===== config.mk =====
export PLATFORM = sky130hd
export DESIGN_NAME = seq_mult
export DESIGN_NICKNAME = d
export VERILOG_FILES = /design/src/rtl/seq_mult.sv
export SDC_FILE = /design/constraint.sdc
export NUM_CORES = 1
export LEC_CHECK = 0
export CAP_MARGIN = 0
export CORE_ASPECT_RATIO = 0.6
export CORE_MARGIN = 2
export CORE_UTILIZATION = 58
export CTS_CLUSTER_SIZE = 8
export DETAILED_ROUTE_END_ITERATION = 8
export GPL_TIMING_DRIVEN = 0
export PLACE_DENSITY = 0.85
export SYNTH_ARGS = -nofsm -noshare
export SYNTH_HDL_FRONTEND = slang
export SYNTH_SLANG_ARGS = --single-unit

===== constraint.sdc =====
create_clock -name clk -period 4.08 [get_ports clk]
set_input_delay 0.816 -clock clk [delete_from_list [all_inputs] [get_ports clk]]
set_output_delay 0.816 -clock clk [all_outputs]
set_load 0.01 [all_outputs]

===== src/rtl/seq_mult.sv =====
// seq_mult: sequential unsigned shift-and-add multiplier.
// Accepts one operand pair on a valid/ready handshake, retires one multiplier
// bit per clock and holds the 2*WIDTH-bit product until the consumer takes it.
// Optional build macro: SEQ_MULT_EARLY_DONE_EN -- leave RUN as soon as the
// remaining multiplier bits are all zero (product is unchanged, only timing).
module seq_mult #(
  parameter int WIDTH = 8
) (
  input  logic                 clk,
  input  logic                 rst,
  input  logic                 in_valid,
  output logic                 in_ready,
  input  logic [WIDTH-1:0]     a,
  input  logic [WIDTH-1:0]     b,
  output logic                 out_valid,
  input  logic                 out_ready,
  output logic [2*WIDTH-1:0]   product,
  output logic                 busy
);

  localparam int CNT_W = $clog2(WIDTH + 1);

  typedef enum logic [1:0] {
    IDLE = 2'd0,
    RUN  = 2'd1,
    DONE = 2'd2
  } state_t;

  state_t               state;
  state_t               state_nxt;
  logic [2*WIDTH-1:0]   acc;
  logic [2*WIDTH-1:0]   mcand;
  logic [WIDTH-1:0]     mplier;
  logic [CNT_W-1:0]     cnt;
  logic                 last_iter;

  // The current RUN edge is the final iteration.
`ifdef SEQ_MULT_EARLY_DONE_EN
  // Exit once the shifted multiplier would be zero: no further adds can occur.
  assign last_iter = (cnt == CNT_W'(WIDTH - 1)) || (mplier[WIDTH-1:1] == '0);
`else
  assign last_iter = (cnt == CNT_W'(WIDTH - 1));
`endif

  // State register.
  always_ff @(posedge clk) begin
    // NOTE: sequential state uses non-blocking assignments so every register
    // samples the pre-edge values of the others, independent of block order.
    if (rst) state <= IDLE;
    else     state <= state_nxt;
  end

  // Next-state decode; in_valid/out_ready only steer the transition.
  always_comb begin
    // NOTE: default assigned first so no path leaves state_nxt unassigned,
    // which would otherwise infer a latch.
    state_nxt = state;
    unique case (state)
      IDLE:    if (in_valid)  state_nxt = RUN;
      RUN:     if (last_iter) state_nxt = DONE;
      DONE:    if (out_ready) state_nxt = IDLE;
      default:                state_nxt = IDLE;
    endcase
  end

  // Datapath: capture operands on accept, shift-and-add while running.
  always_ff @(posedge clk) begin
    // NOTE: the datapath is reset as well because product is visible at the
    // port and must read zero after reset, and a pending result is discarded.
    if (rst) begin
      acc    <= '0;
      mcand  <= '0;
      mplier <= '0;
      cnt    <= '0;
    end else begin
      case (state)
        IDLE: begin
          if (in_valid) begin
            acc    <= '0;
            mcand  <= {{WIDTH{1'b0}}, a};
            mplier <= b;
            cnt    <= '0;
          end
        end
        RUN: begin
          // 2W-bit accumulator holds the full product, so this add never wraps.
          if (mplier[0]) acc <= acc + mcand;
          mcand  <= mcand << 1;
          mplier <= mplier >> 1;
          cnt    <= cnt + CNT_W'(1);
        end
        default: ;
      endcase
    end
  end

  // Handshake and status outputs are decoded from state alone.
  assign in_ready  = (state == IDLE);
  assign out_valid = (state == DONE);
  assign busy      = (state == RUN);
  assign product   = acc;

endmodule


Word level (Yosys, flattened, before mapping)
Cells that the tools add are included.
W data, S select, Z words.
{"block": "word_totals", "inputBits": 20, "latchBits": 0, "mem_count": 0, "mem_bits_rw": 0, "register_bits": 46, "out_inout_bits": 19, "word_cells": 32, "romBits": 0}
{"block": "classes", "n_mux": 13, "bitwise_logic": 0, "addsub": 2, "mul": 0, "n_reduce_logical": 5, "div": 0, "n_shift": 0, "magnitude_cmp": 0, "eq_ne": 7}
{"cell": "$pmux W16 S2", "count": 2}
{"cell": "$mux W16", "count": 3}
{"cell": "$add A16 B16 Y16", "count": 1}
{"cell": "$pmux W8 S2", "count": 1}
{"cell": "$mux W8", "count": 1}
{"cell": "$pmux W4 S2", "count": 1}
{"cell": "$mux W2", "count": 3}
{"cell": "$ne A2 B1 Y1 const B", "count": 3}
{"cell": "$pmux W2 S3", "count": 1}
{"cell": "$reduce_and A3 Y1", "count": 2}
{"cell": "$add A4 B1 Y4 const B", "count": 1}
{"cell": "$eq A4 B3 Y1 const B", "count": 1}
{"cell": "$mux W4", "count": 1}
{"cell": "$eq A2 B1 Y1 const B", "count": 1}
{"cell": "$eq A2 B2 Y1 const B", "count": 1}
{"cell": "$logic_not A2 Y1", "count": 1}
{"cell": "$ne A2 B2 Y1 const B", "count": 1}
{"cell": "$reduce_and A2 Y1", "count": 1}
{"cell": "$reduce_bool A2 Y1", "count": 1}

Longest topological paths before layout
Gate-level depths: netlist (run 1).
{"block": "logic_depth", "word_depth": 3, "depth_mapped": 9, "depth_no_buf": 9}

Worst setup path before layout (run 1)
Ideal clock, no wire load.
{"block": "synth_timing", "path_type": "register -> register", "from": "register acc[0] (netlist: product[0])", "to": "register acc[12] (netlist: product[12])", "period_less_slack_ps": 2209, "setup_ps": 117, "path_buffers": 0, "path_slack_ps": 1871, "arrival_time_ps": 2091, "t_required_ps": 3963, "stages_incl_launch_ff": 10, "cell_sequence": "dfxtp_1 > ha_1 > inv_1 > fa_1 > nor2b_1 > o2111ai_1 > a21oi_2 > o221ai_1 > a21o_1 > a32o_1"}
{"block": "synth_between", "elab_chain_cells": 3}
{"element": "start, declared", "line_no": "31", "rtl": "logic [2*WIDTH-1:0] acc;"}
{"element": "start signal, assigned", "line_no": "87", "rtl": "if (mplier[0]) acc <= acc + mcand;"}
{"element": "$add A16 B16 Y16", "line_no": "87"}
{"element": "$mux W16", "line_no": "87"}
{"element": "$pmux W16 S2", "line_no": "76", "rtl": "case (state)"}
No other way between the ends. The select of a mux whose other input is x is not followed.
A chain may end at the register's enable or synchronous reset.

Final worst setup path (run 1)
{"block": "layout_timing", "from": "register state[0]", "to": "output busy"}
{"block": "layout_between", "elab_chain_cells": 1}
{"element": "start, declared", "line_no": "29", "rtl": "state_t state;"}
{"element": "start signal, assigned", "line_no": "50", "rtl": "else state <= state_nxt;"}
{"element": "$eq A2 B1 Y1", "line_no": "100", "rtl": "assign busy = (state == RUN);"}
{"element": "end, declared", "line_no": "18", "rtl": "output logic busy"}
No other way between the ends.

==> summary.txt, run 1 <==
GRT
  – Antenna violations before repair: 0
  – Pin count of the biggest net entering global routing: 15
  – Total grt overflow: 0
  – First-pass GRT wire length: ~10 mm
  – Vias in the first global route: approximately 2,200
  – Total Routing Usage GR: 26.6%

Drt
  – DRC Markers: 0
  – DR pass1 iterations: 5
  – Routed WL: 6.28 mm
  – Avg WL per Cell: 15.0 µm
  – Via density: 5.91
  – Detailed Route Iter0 Violations: approximately 270
  – Antenna viol nets, final: 0
  – Via count: roughly 2,500

Clock tree
  – CTS Root Cell: clkbuf_8
  – # Post-CTS Setup Buffers: 0
  – Worst skew pair latency: 0.30 ns
  – Htree depth: 2
  – CTS buffer count: 5
  – TritonCTS clock tree: yes
  – CTS Hold Bufs: 0
  – Clk pin slew, worst setup/hold paths: 0.08 ns
  – Clk sinks: 46
  – Post_cts resized: 0
  – CTS max path bufs: 2

Min path
  – Min-Delay Path Class: reg2reg
  – Hold EP: mplier[5]
  – Worst Hold Depth: 2
  – Hold_sp: mplier[5]

Finish
  – # fillers: ~320
  – Area growth syn-to-layout: 22.1%
  – Area occupied by multi-input gates: around 0.0015 mm²
  – Final Cell Area: between 0.003 and 0.004 mm²
  – Register area: 921 µm²
  – Nets: between 300 and 400
  – Most common cell after layout, fill and taps aside: nor2_1
  – Fraction of layout cells with a size suffix above 1: approximately 5.8%
  – Final non-filler cell total: between 400 and 500
  – Diode count: 0
  – Most frequent cells in the layout: 71 x nor2_1, 46 x dfxtp_1, 38 x clkdlybuf4s50_1

Timing
  – Worst rel slew slack: between 50% and 60%
  – Fin crit period: around 3 ns
  – Final critical-path share of the clock period: 74.2%
  – Clock Skews: around 0.003 ns
  – Final Max Slew Viols: 0
  – Worst Tran Pin Value: 0.635 ns
  – Final Hold Fails: 0
  – Unrepaired setup endpoints after global routing: no
  – Setup TNS: 0 ns
  – F_max: 331 MHz
  – Count of final setup violators: 0

Worst setup path
  – R2r setup slk: about 1.6 ns
  – Worst EP arrival: approximately 2.2 ns
  – R2R depth: 9
  – Reg-to-Reg End: product[12]
  – FF-to-FF Start: product[0]
  – CP max FO: 10
  – Req. time, crit path: 3.26 ns
  – Crit path kind: reg2out
  – Critical path startpoint category: register
  – Nature of the critical path endpoint: output pin

Run status
  – Outcome: finished, final reports clean

Yosys
  – Async SR Flop Fraction: 0%
  – Synth Instances: roughly 310
  – Ys Warns: 0
  – Post-synth top area cell: dfxtp_1
  – Synth top area share: around 36%
  – Seq/Total Area, Yosys: a little over a third
  – Main synth FF type: dfxtp_1
  – Syn Nets: between 300 and 400
  – Avg Cell Area, Syn: about 8 µm²
  – Register bit total from synthesis: 46
  – Number of flops mapped to enable cells by yosys: 0
  – Top post-synthesis cells by area: dfxtp_1 36%, nor2_1 10%, ha_1 7.9%, a22oi_1 5.9%, a21oi_1 5.3%
  – Cell variety after synth: 42
  – Synth Cell Area: between 0.002 and 0.003 mm²

Place
  – Cell Count Post-Placement: 411
  – Placed Area: ~0.0030 mm²
  – Gp weighted congestion: between 0.9 and 1
  – IO Port Bufs: 38
  – DP HPWL: approximately 4.7 mm

Run
  – Max-cap violations: 0

Floorplanning
  – Die Height: 55.3 µm
  – # IOs: 39
  – Die span in x: 89.6 µm
  – Row count: 18
  – Die area: roughly 0.005 mm²
  – CORE AREA: 0.00417 mm²
  – Initial Utilization: 61.2%

Power
  – Design Power: 0.000963 W
  – Pleak: 1.29 nW
  – Worst vdd ir: roughly 0.28 mV
  – Power Density: just over 300 mW/mm²
-- through the flow --
step                setup slack (ns)  util (%)  hold WS (ns)
finish                          1.05      74.7         0.496
global route                   0.897      74.7         0.511
CTS                             1.06      74.7         0.498
detailed placement              1.39      72.1         0.486
global placement                1.42      72.1         0.479
floorplan                       1.87         -         0.462
-- sequential cells by signal, indices dropped and copies added (netlist names) --
register / count
mcand: 16
product: 16
mplier: 8
cnt: 4
state: 2
-- per-layer routing --
metal | global-route usage, % | wire length, µm | vias up
met5 | 0 | 0 | -
met4 | 7.89 | 115 | 0
met3 | 7.32 | 636 | 16
met2 | 34.2 | 2510 | 125
met1 | 42.2 | 3020 | 1142
li1 | - | - | 1193
-- where the power goes --
group	internal [W]	switching, W	total [W]	leakage, nW
Sequential	0.000467	0.0000146	0.000482	0.375
Clock	0.000180	0.000154	0.000334	0.0579
Combinational	0.0000642	0.0000824	0.000147	0.856
-- final cells by class --
type	count	area share (%)
Tap cell	60	2.41
Sequential cell	46	29.6
Inverter	7	0.844
Clock inverter	3	1.29
Multi-Input combinational cell	242	49.1
Buffer	18	2.33
Timing Repair Buffer	38	12.2
Clock buffer	5	2.21
-- synthesized netlist by cell type, types with 2 or more instances --
library cell  count
and2_1            3
nor2_1           71
inv_1             7
a22oi_1          20
xor2_1            4
o21ai_0           8
nor3_1           12
a21o_1            4
nand3_1           2
dfxtp_1          46
nand2_1          12
nor2b_1          15
a21oi_2           2
ha_1             16
clkbuf_1         13
or2_2             2
o21bai_1          2
a22o_1            6
nand4_1           2
xnor2_1           9
a41oi_1           2
buf_2             4
a211oi_1          4
a32o_1            2
a21oi_1          27
mux2i_1           2
-- cell families after synthesis --
group | share of synthesized area (%)
AO/OA/AOI/OAI | 24.8
XOR/XNOR | 4.47
AND/OR/NAND/NOR | 21.3
multiplexers | 0.786
adder cells (fa/ha/maj) | 8.64
flip-flops | 36.1
buffers and inverters | 3.88
-- worst max-delay path, cell delays in order (launching register included) --
cell	delay (ns)
dfxtp_1	0.31
buf_2	0.20
nor2b_1	0.17
buf_2	0.24
buf_1	0.37
clkdlybuf4s50_1	0.62
-- worst max path at each step --
| stage | startpoint | end | slack, ns |
|---|---|---|---|
| after global routing | state[0] | busy | 0.90 |
| after floorplan | product[0] | product[12] | 1.87 |
| after global placement | state[0] | busy | 1.42 |
| after CTS | state[0] | busy | 1.06 |
| final | state[0] | busy | 1.05 |
| after detailed placement | in_valid | mplier[3] | 1.39 |
No activity file was read; power rests on OpenSTA's default activity.
==> run 2, diff against run 1 <==
CORE_UTILIZATION = 54   (was 58)
PLACE_DENSITY = 0.8   (was 0.85)
clock period = 2.8 ns   (was 4.08 ns; I/O delays follow)
==> run 2 against run 1 <==
Sequential power is 46% higher; clock skew increased by 0.0035 ns; critical path depth decreased by 1; via count shrank 3.9%; clock power grew 28%; count of clock-buffer cells in the layout up 2; hold slack improved by 0.0033 ns; largest cell class unchanged.
==> summary.txt, run 2 (synthesis gave the netlist of run 1 again) <==
Worst setup path
  – Critical path startpoint category: register (unchanged)
  – Worst EP arrival: 1.92 ns (was 2.21 ns)
  – Cell breakdown of the critical path: buf_2 -> nor2b_1 -> buf_2 -> clkdlybuf4s50_1 (was buf_2 -> nor2b_1 -> buf_2 -> buf_1 -> clkdlybuf4s50_1)
  – Max incr delay on CP: 0.61 ns (was 0.62 ns)
  – Worst path most repeated cell: buf_2 (unchanged)
  – Req. time, crit path: 2.24 ns (was 3.26 ns)
  – Reg-to-Reg End: product[12] (unchanged)
  – Critical-path cell with the highest stage delay: clkdlybuf4s50_1 (unchanged)
  – CP max FO: 19 (was 10)
  – R2r setup slk: 0.34 ns (was 1.58 ns)
  – Crit path buf inv count: 3 (was 4)
  – Cell family with most CP delay: buffers and inverters (unchanged)
  – FF-to-FF Start: product[0] (unchanged)
  – R2R depth: 9 (unchanged)
  – Crit path kind: reg2out (unchanged)
  – Nature of the critical path endpoint: output pin (unchanged)

Place
  – Gp weighted congestion: 0.919 (was 0.920)
  – Placed Area: 0.00301 mm² (was 0.00300 mm²)
  – IO Port Bufs: 38 (unchanged)
  – DP HPWL: 4.79 mm (was 4.73 mm)

Timing
  – Worst Tran Pin Value: 0.663 ns (was 0.635 ns)
  – Worst rel slew slack: 55.6% (was 57.4%)
  – Unrepaired setup endpoints after global routing: no (unchanged)
  – Fin crit period: ~2.5 ns
  – Count of final setup violators: 0 (unchanged)
  – Clock Skews: 0.00646 ns (was 0.00299 ns)
  – Setup TNS: 0 ns (unchanged)
  – Final Max Slew Viols: 0 (unchanged)
  – Final critical-path share of the clock period: 88.4%
  – Final Hold Fails: 0 (unchanged)
  – F_max: 404 MHz

Min path
  – Hold_sp: mplier[4] (was mplier[5])
  – Hold EP: mplier[4] (was mplier[5])
  – Min-Delay Path Class: reg2reg (unchanged)
  – Worst Hold Depth: 2 (unchanged)

GRT
  – Pin count of the biggest net entering global routing: 14 (was 15)
  – Total Routing Usage GR: 24.2% (was 26.6%)
  – Vias in the first global route: 2,082 (was 2,174)
  – Total grt overflow: 0 (unchanged)
  – Antenna violations before repair: 0 (unchanged)
  – First-pass GRT wire length: 10.1 mm (was 10.4 mm)

Floorplanning
  – Row count: 19 (was 18)
  – Initial Utilization: 55.8% (was 61.2%)
  – Die Height: 57.2 µm (was 55.3 µm)
  – Die area: 0.00530 mm² (was 0.00496 mm²)
  – # IOs: 39 (unchanged)
  – Die span in x: 92.7 µm (was 89.6 µm)
  – CORE AREA: 0.00456 mm² (was 0.00417 mm²)

Finish
  – Nets: 394 (was 395)
  – Most common cell after layout, fill and taps aside: nor2_1 (unchanged)
  – Most frequent cells in the layout: 71 x nor2_1, 46 x dfxtp_1, 38 x clkdlybuf4s50_1 (unchanged)
  – # fillers: 392 (was 315)
  – Area growth syn-to-layout: 21.5% (was 22.1%)
  – Fraction of layout cells with a size suffix above 1: 5.59% (was 5.85%)
  – Final Cell Area: 0.00310 mm² (was 0.00311 mm²)
  – Diode count: 0 (unchanged)

Run status
  – Outcome: finished, final reports clean (unchanged)

Drt
  – Detailed Route Iter0 Violations: 172 (was 267)
  – Routed WL: 6.24 mm (was 6.28 mm)
  – Via count: 2,379 (was 2,476)
  – Avg WL per Cell: 14.8 µm (was 15.0 µm)
  – DRC Markers: 0 (unchanged)
  – DR pass1 iterations: 5 (unchanged)
  – Via density: 5.65 (was 5.91)
  – Antenna viol nets, final: 0 (unchanged)

Power
  – Net switching power: 0.000365 W (was 0.000251 W)
  – Logic pwr share: 15.8% (was 15.2%)
  – Worst vdd ir: 0.334 mV (was 0.285 mV)
  – Sequential power share: 52.5% (was 50.0%)
  – Power Density: 433 mW/mm² (was 309 mW/mm²)
  – Sw frac: 27.3% (was 26.1%)
  – Clock network power share: 31.8% (was 34.7%)
  – Pleak: 1.28 nW (was 1.29 nW)
  – Cell-internal power: 0.000974 W (was 0.000712 W)

Clock tree
  – Htree depth: 2 (unchanged)
  – CTS max path bufs: 2 (unchanged)
  – Worst skew pair latency: 0.30 ns (about the same)
  – CTS buffer count: 5 (unchanged)
  – CTS Root Cell: clkbuf_8 (unchanged)
  – TritonCTS clock tree: yes (unchanged)
  – Clk sinks: 46 (unchanged)
  – Clk pin slew, worst setup/hold paths: 0.08 ns (about the same)

Run
  – Max-cap violations: 0 (unchanged)
run 2: cell count changes in the layout (fill, tap and decap cells not counted), sizes merged:
cell,before,now
buf,5,4
bufinv,1,0
clkbuf,18,20
clkinv,2,1
run 2: what timing repair did:
item | 4_1_cts | 5_1_grt
setup buffers | 0 | 0
endpoints found under the setup margin | 0 | 1
hold buffers | 0 | 0
resized for setup | 0 | 0
run 2: cell type report:
type / count / area, µm² / share of cell area [%]
plain buffers: 17 / 68.8 / 2.22
clock buffers: 7 / 86.3 / 2.79
clock inverters: 1 / 5.00 / 0.162
inverters: 7 / 26.3 / 0.849
multi-input cells: 242 / 1530 / 49.4
flip-flops and latches: 46 / 921 / 29.7
well taps: 63 / 78.8 / 2.55
repair buffers: 38 / 380 / 12.3
run 2: power by group through the flow:
stage	clock network (W)	registers [W]	logic, W
floorplan	0	0.000711	0.000140
global placement	0	0.000716	0.000205
detailed placement	0	0.000717	0.000208
CTS	0.000430	0.000702	0.000210
global route	0.000461	0.000706	0.000235
finish	0.000426	0.000702	0.000211
run 2: per-stage QoR:
stage                     power (W)  util (%)  std cells  hold slack [ns]  worst slack [ns]
after detailed placement   0.000925      65.9        414            0.484             0.365
after floorplan            0.000850         -        313            0.462             0.591
after CTS                   0.00134      67.9        422            0.501            0.0561
after global placement     0.000921      65.9        414            0.477             0.379
after global routing        0.00140      67.8        421            0.516             0.161
final                       0.00134      67.8        421            0.499             0.325
run 2: tightest hold or removal path: cells and delay by family, from the launching register on:
family	cells	cell delay, ns
flip-flops	1	0.32
AND/OR/NAND/NOR	2	0.15
run 2: routing by layer:
metal / routed length (µm) / track usage [%] / up-vias
met5: 0 / 0 / -
met4: 57 / 4.83 / 0
met3: 337 / 5.42 / 9
met2: 2460 / 34.7 / 63
met1: 3380 / 37.6 / 1121
li1: - / - / 1186
run 2: how the worst max path moves through the flow:
stage	cells after the start	slack (ns)	from	to
3_3_place_gp	6	0.38	in_valid	mcand[5]
2_1_floorplan	9	0.59	product[0]	product[12]
3_5_place_dp	6	0.36	in_valid	mplier[4]
6_report	4	0.32	state[0]	busy
4_1_cts	5	0.06	state[0]	busy
5_1_grt	4	0.16	state[0]	busy
==> run 3, diff against run 2 <==
CORE_ASPECT_RATIO = default   (was 0.6)
==> run 3 against run 2 <==
First-iteration DRC count decreased by 10%; core utilization grew 2.0 points; global-route usage rose by 0.50 points; register-to-register slack lost 0.03 ns; count of clock-buffer cells in the layout shrank 1; design area increased by 0.24%; setup slack worse by 0.015 ns.
==> summary.txt, run 3 (synthesis gave the netlist of run 1 again) <==
Drt
  – Routed WL: 6.13 mm (was 6.24 mm)
  – Avg WL per Cell: 15.0 µm (was 14.8 µm)
  – DR pass1 iterations: 4 (was 5)
  – Detailed Route Iter0 Violations: 154 (was 172)
  – Antenna viol nets, final: 0 (unchanged)
  – Via density: 5.68 (was 5.65)
  – DRC Markers: 0 (unchanged)
  – Via count: 2,324 (was 2,379)

Timing
  – Final Max Slew Viols: 0 (unchanged)
  – Clock Skews: 0.00758 ns (was 0.00646 ns)
  – Unrepaired setup endpoints after global routing: no (unchanged)
  – Setup TNS: 0 ns (unchanged)
  – Worst rel slew slack: 58.6% (was 55.6%)
  – Final Hold Fails: 0 (unchanged)
  – Count of final setup violators: 0 (unchanged)
  – Fin crit period: 2.49 ns (was 2.48 ns)
  – F_max: 402 MHz (was 404 MHz)
  – Final critical-path share of the clock period: 88.9% (was 88.4%)
  – Worst Tran Pin Value: 0.619 ns (was 0.663 ns)

Clock tree
  – CTS buffer count: 5 (unchanged)
  – Worst skew pair latency: 0.30 ns (about the same)
  – # Post-CTS Setup Buffers: 0 (unchanged)
  – Clk sinks: 46 (unchanged)
  – Htree depth: 2 (unchanged)
  – CTS max path bufs: 2 (unchanged)
  – Post_cts resized: 0 (unchanged)
  – CTS Root Cell: clkbuf_8 (unchanged)
  – Clk pin slew, worst setup/hold paths: 0.08 ns (about the same)
  – CTS Hold Bufs: 0 (unchanged)
  – TritonCTS clock tree: yes (unchanged)

Power
  – Sw frac: 25.7% (was 27.3%)
  – Logic pwr share: 14.9% (was 15.8%)
  – Worst vdd ir: 0.402 mV (was 0.334 mV)
  – Pleak: 1.29 nW (was 1.28 nW)
  – Sequential power share: 49.1% (was 52.5%)
  – Power Density: 460 mW/mm² (was 433 mW/mm²)
  – Cell-internal power: 0.00106 W (was 0.000974 W)
  – Clock network power share: 36.0% (was 31.8%)
  – Net switching power: 0.000367 W (was 0.000365 W)

GRT
  – Most Crowded Layer GR: met2 (was met1)
  – Met1 Usage GRT: 34.6% (was 37.6%)
  – Vias in the first global route: 2,207 (was 2,082)
  – Pin count of the biggest net entering global routing: 14 (unchanged)
  – Antenna violations before repair: 0 (unchanged)
  – Met2 Use GR: 39.4% (was 34.7%)
  – Total Routing Usage GR: 24.7% (was 24.2%)
  – GR Layer Usage met3: 4.70% (was 5.42%)
  – Total grt overflow: 0 (unchanged)
  – First-pass GRT wire length: 10.3 mm (was 10.1 mm)

Finish
  – Final Cell Area: 0.00310 mm² (about the same)
  – Area growth syn-to-layout: 21.7% (was 21.5%)
  – Diode count: 0 (unchanged)
  – Final core occ: 69.8% (was 67.8%)
  – Most frequent cells in the layout: 71 x nor2_1, 46 x dfxtp_1, 38 x clkdlybuf4s50_1 (unchanged)
  – Most common cell after layout, fill and taps aside: nor2_1 (unchanged)
  – Nets: 394 (unchanged)
  – Fraction of layout cells with a size suffix above 1: 5.60% (was 5.59%)

Min path
  – Hold_sp: cnt[3] (was mplier[4])
  – Min-Delay Path Class: reg2reg (unchanged)
  – Hold EP: cnt[3] (was mplier[4])
  – Worst Hold Depth: 2 (unchanged)

Run
  – Max-cap violations: 0 (unchanged)

Place
  – Gp weighted congestion: 0.917 (was 0.919)
  – Placed Area: 0.00299 mm² (was 0.00301 mm²)
  – DP HPWL: 4.33 mm (was 4.79 mm)
  – IO Port Bufs: 38 (unchanged)

Floorplanning
  – Die span in x: 72.7 µm (was 92.7 µm)
  – Row count: 24 (was 19)
  – CORE AREA: 0.00444 mm² (was 0.00456 mm²)
  – Die Height: 72.7 µm (was 57.2 µm)
  – Die area: 0.00529 mm² (was 0.00530 mm²)
  – # IOs: 39 (unchanged)
  – Initial Utilization: 57.3% (was 55.8%)

Worst setup path
  – Crit path kind: reg2out (unchanged)
  – CP max FO: 19 (unchanged)
  – Critical path startpoint category: register (unchanged)
  – FF-to-FF Start: product[0] (unchanged)
  – Worst EP arrival: 1.93 ns (was 1.92 ns)
  – Nature of the critical path endpoint: output pin (unchanged)
  – R2R depth: 9 (unchanged)
  – Reg-to-Reg End: product[12] (unchanged)
  – Req. time, crit path: 2.24 ns (about the same)
  – R2r setup slk: 0.31 ns (was 0.34 ns)

Run status
  – Outcome: finished, final reports clean (unchanged)
==> run 3: cell types whose count changed in the layout (fill, tap and decap cells not counted), sizes merged <==
cell,delta
clkinv,-1
bufinv,+1
clkbuf,-1
==> run 3: worst max-delay path by stage <==
stage	depth (start not counted)	endpoint	from
5_1_grt	4	busy	state[0]
2_1_floorplan	9	product[12]	product[0]
6_report	4	busy	state[0]
3_3_place_gp	5	busy	state[0]
4_1_cts	5	busy	state[0]
3_5_place_dp	5	busy	state[0]
==> run 3: through the flow <==
| step | total power (W) | worst slack (ns) | hold WS, ns | instances |
|---|---|---|---|---|
| 2_1_floorplan | 0.000850 | 0.591 | 0.462 | 313 |
| 3_3_place_gp | 0.000922 | 0.360 | 0.476 | 403 |
| 3_5_place_dp | 0.000926 | 0.357 | 0.486 | 403 |
| 4_1_cts | 0.00143 | 0.0211 | 0.501 | 410 |
| 5_1_grt | 0.00149 | 0.115 | 0.533 | 409 |
| 6_report | 0.00143 | 0.309 | 0.496 | 409 |
==> run 3: metal layers <==
layer | wire (µm) | up-vias
met2 | 2940 | 60
met1 | 2840 | 1066
met4 | 52 | 0
met5 | 0 | -
met3 | 300 | 8
li1 | - | 1190
==> run 3: layout make-up <==
| class | instances | area, µm² |
|---|---|---|
| Inverter | 7 | 26.3 |
| Fill cell | 381 | 1340 |
| Sequential cell | 46 | 921 |
| Clock inverter | 1 | 30.0 |
| Buffer | 17 | 68.8 |
| Clock buffer | 6 | 82.6 |
| Tap cell | 52 | 65.1 |
| Timing Repair Buffer | 38 | 380 |
| Multi-Input combinational cell | 242 | 1530 |
==> run 3: worst max-delay path: stages, from the launching register on <==
cell and delay [ns]:
dfxtp_1 0.31, buf_2 0.20, nor2b_1 0.17, buf_2 0.34, clkdlybuf4s50_1 0.61
==> run 3: power groups by stage <==
| stage | Combinational [W] | Clock (W) | Sequential (W) |
|---|---|---|---|
| 4_1_cts | 0.000213 | 0.000518 | 0.000701 |
| 2_1_floorplan | 0.000140 | 0 | 0.000711 |
| 3_5_place_dp | 0.000210 | 0 | 0.000716 |
| 6_report | 0.000213 | 0.000514 | 0.000701 |
| 5_1_grt | 0.000239 | 0.000550 | 0.000705 |
| 3_3_place_gp | 0.000206 | 0 | 0.000716 |
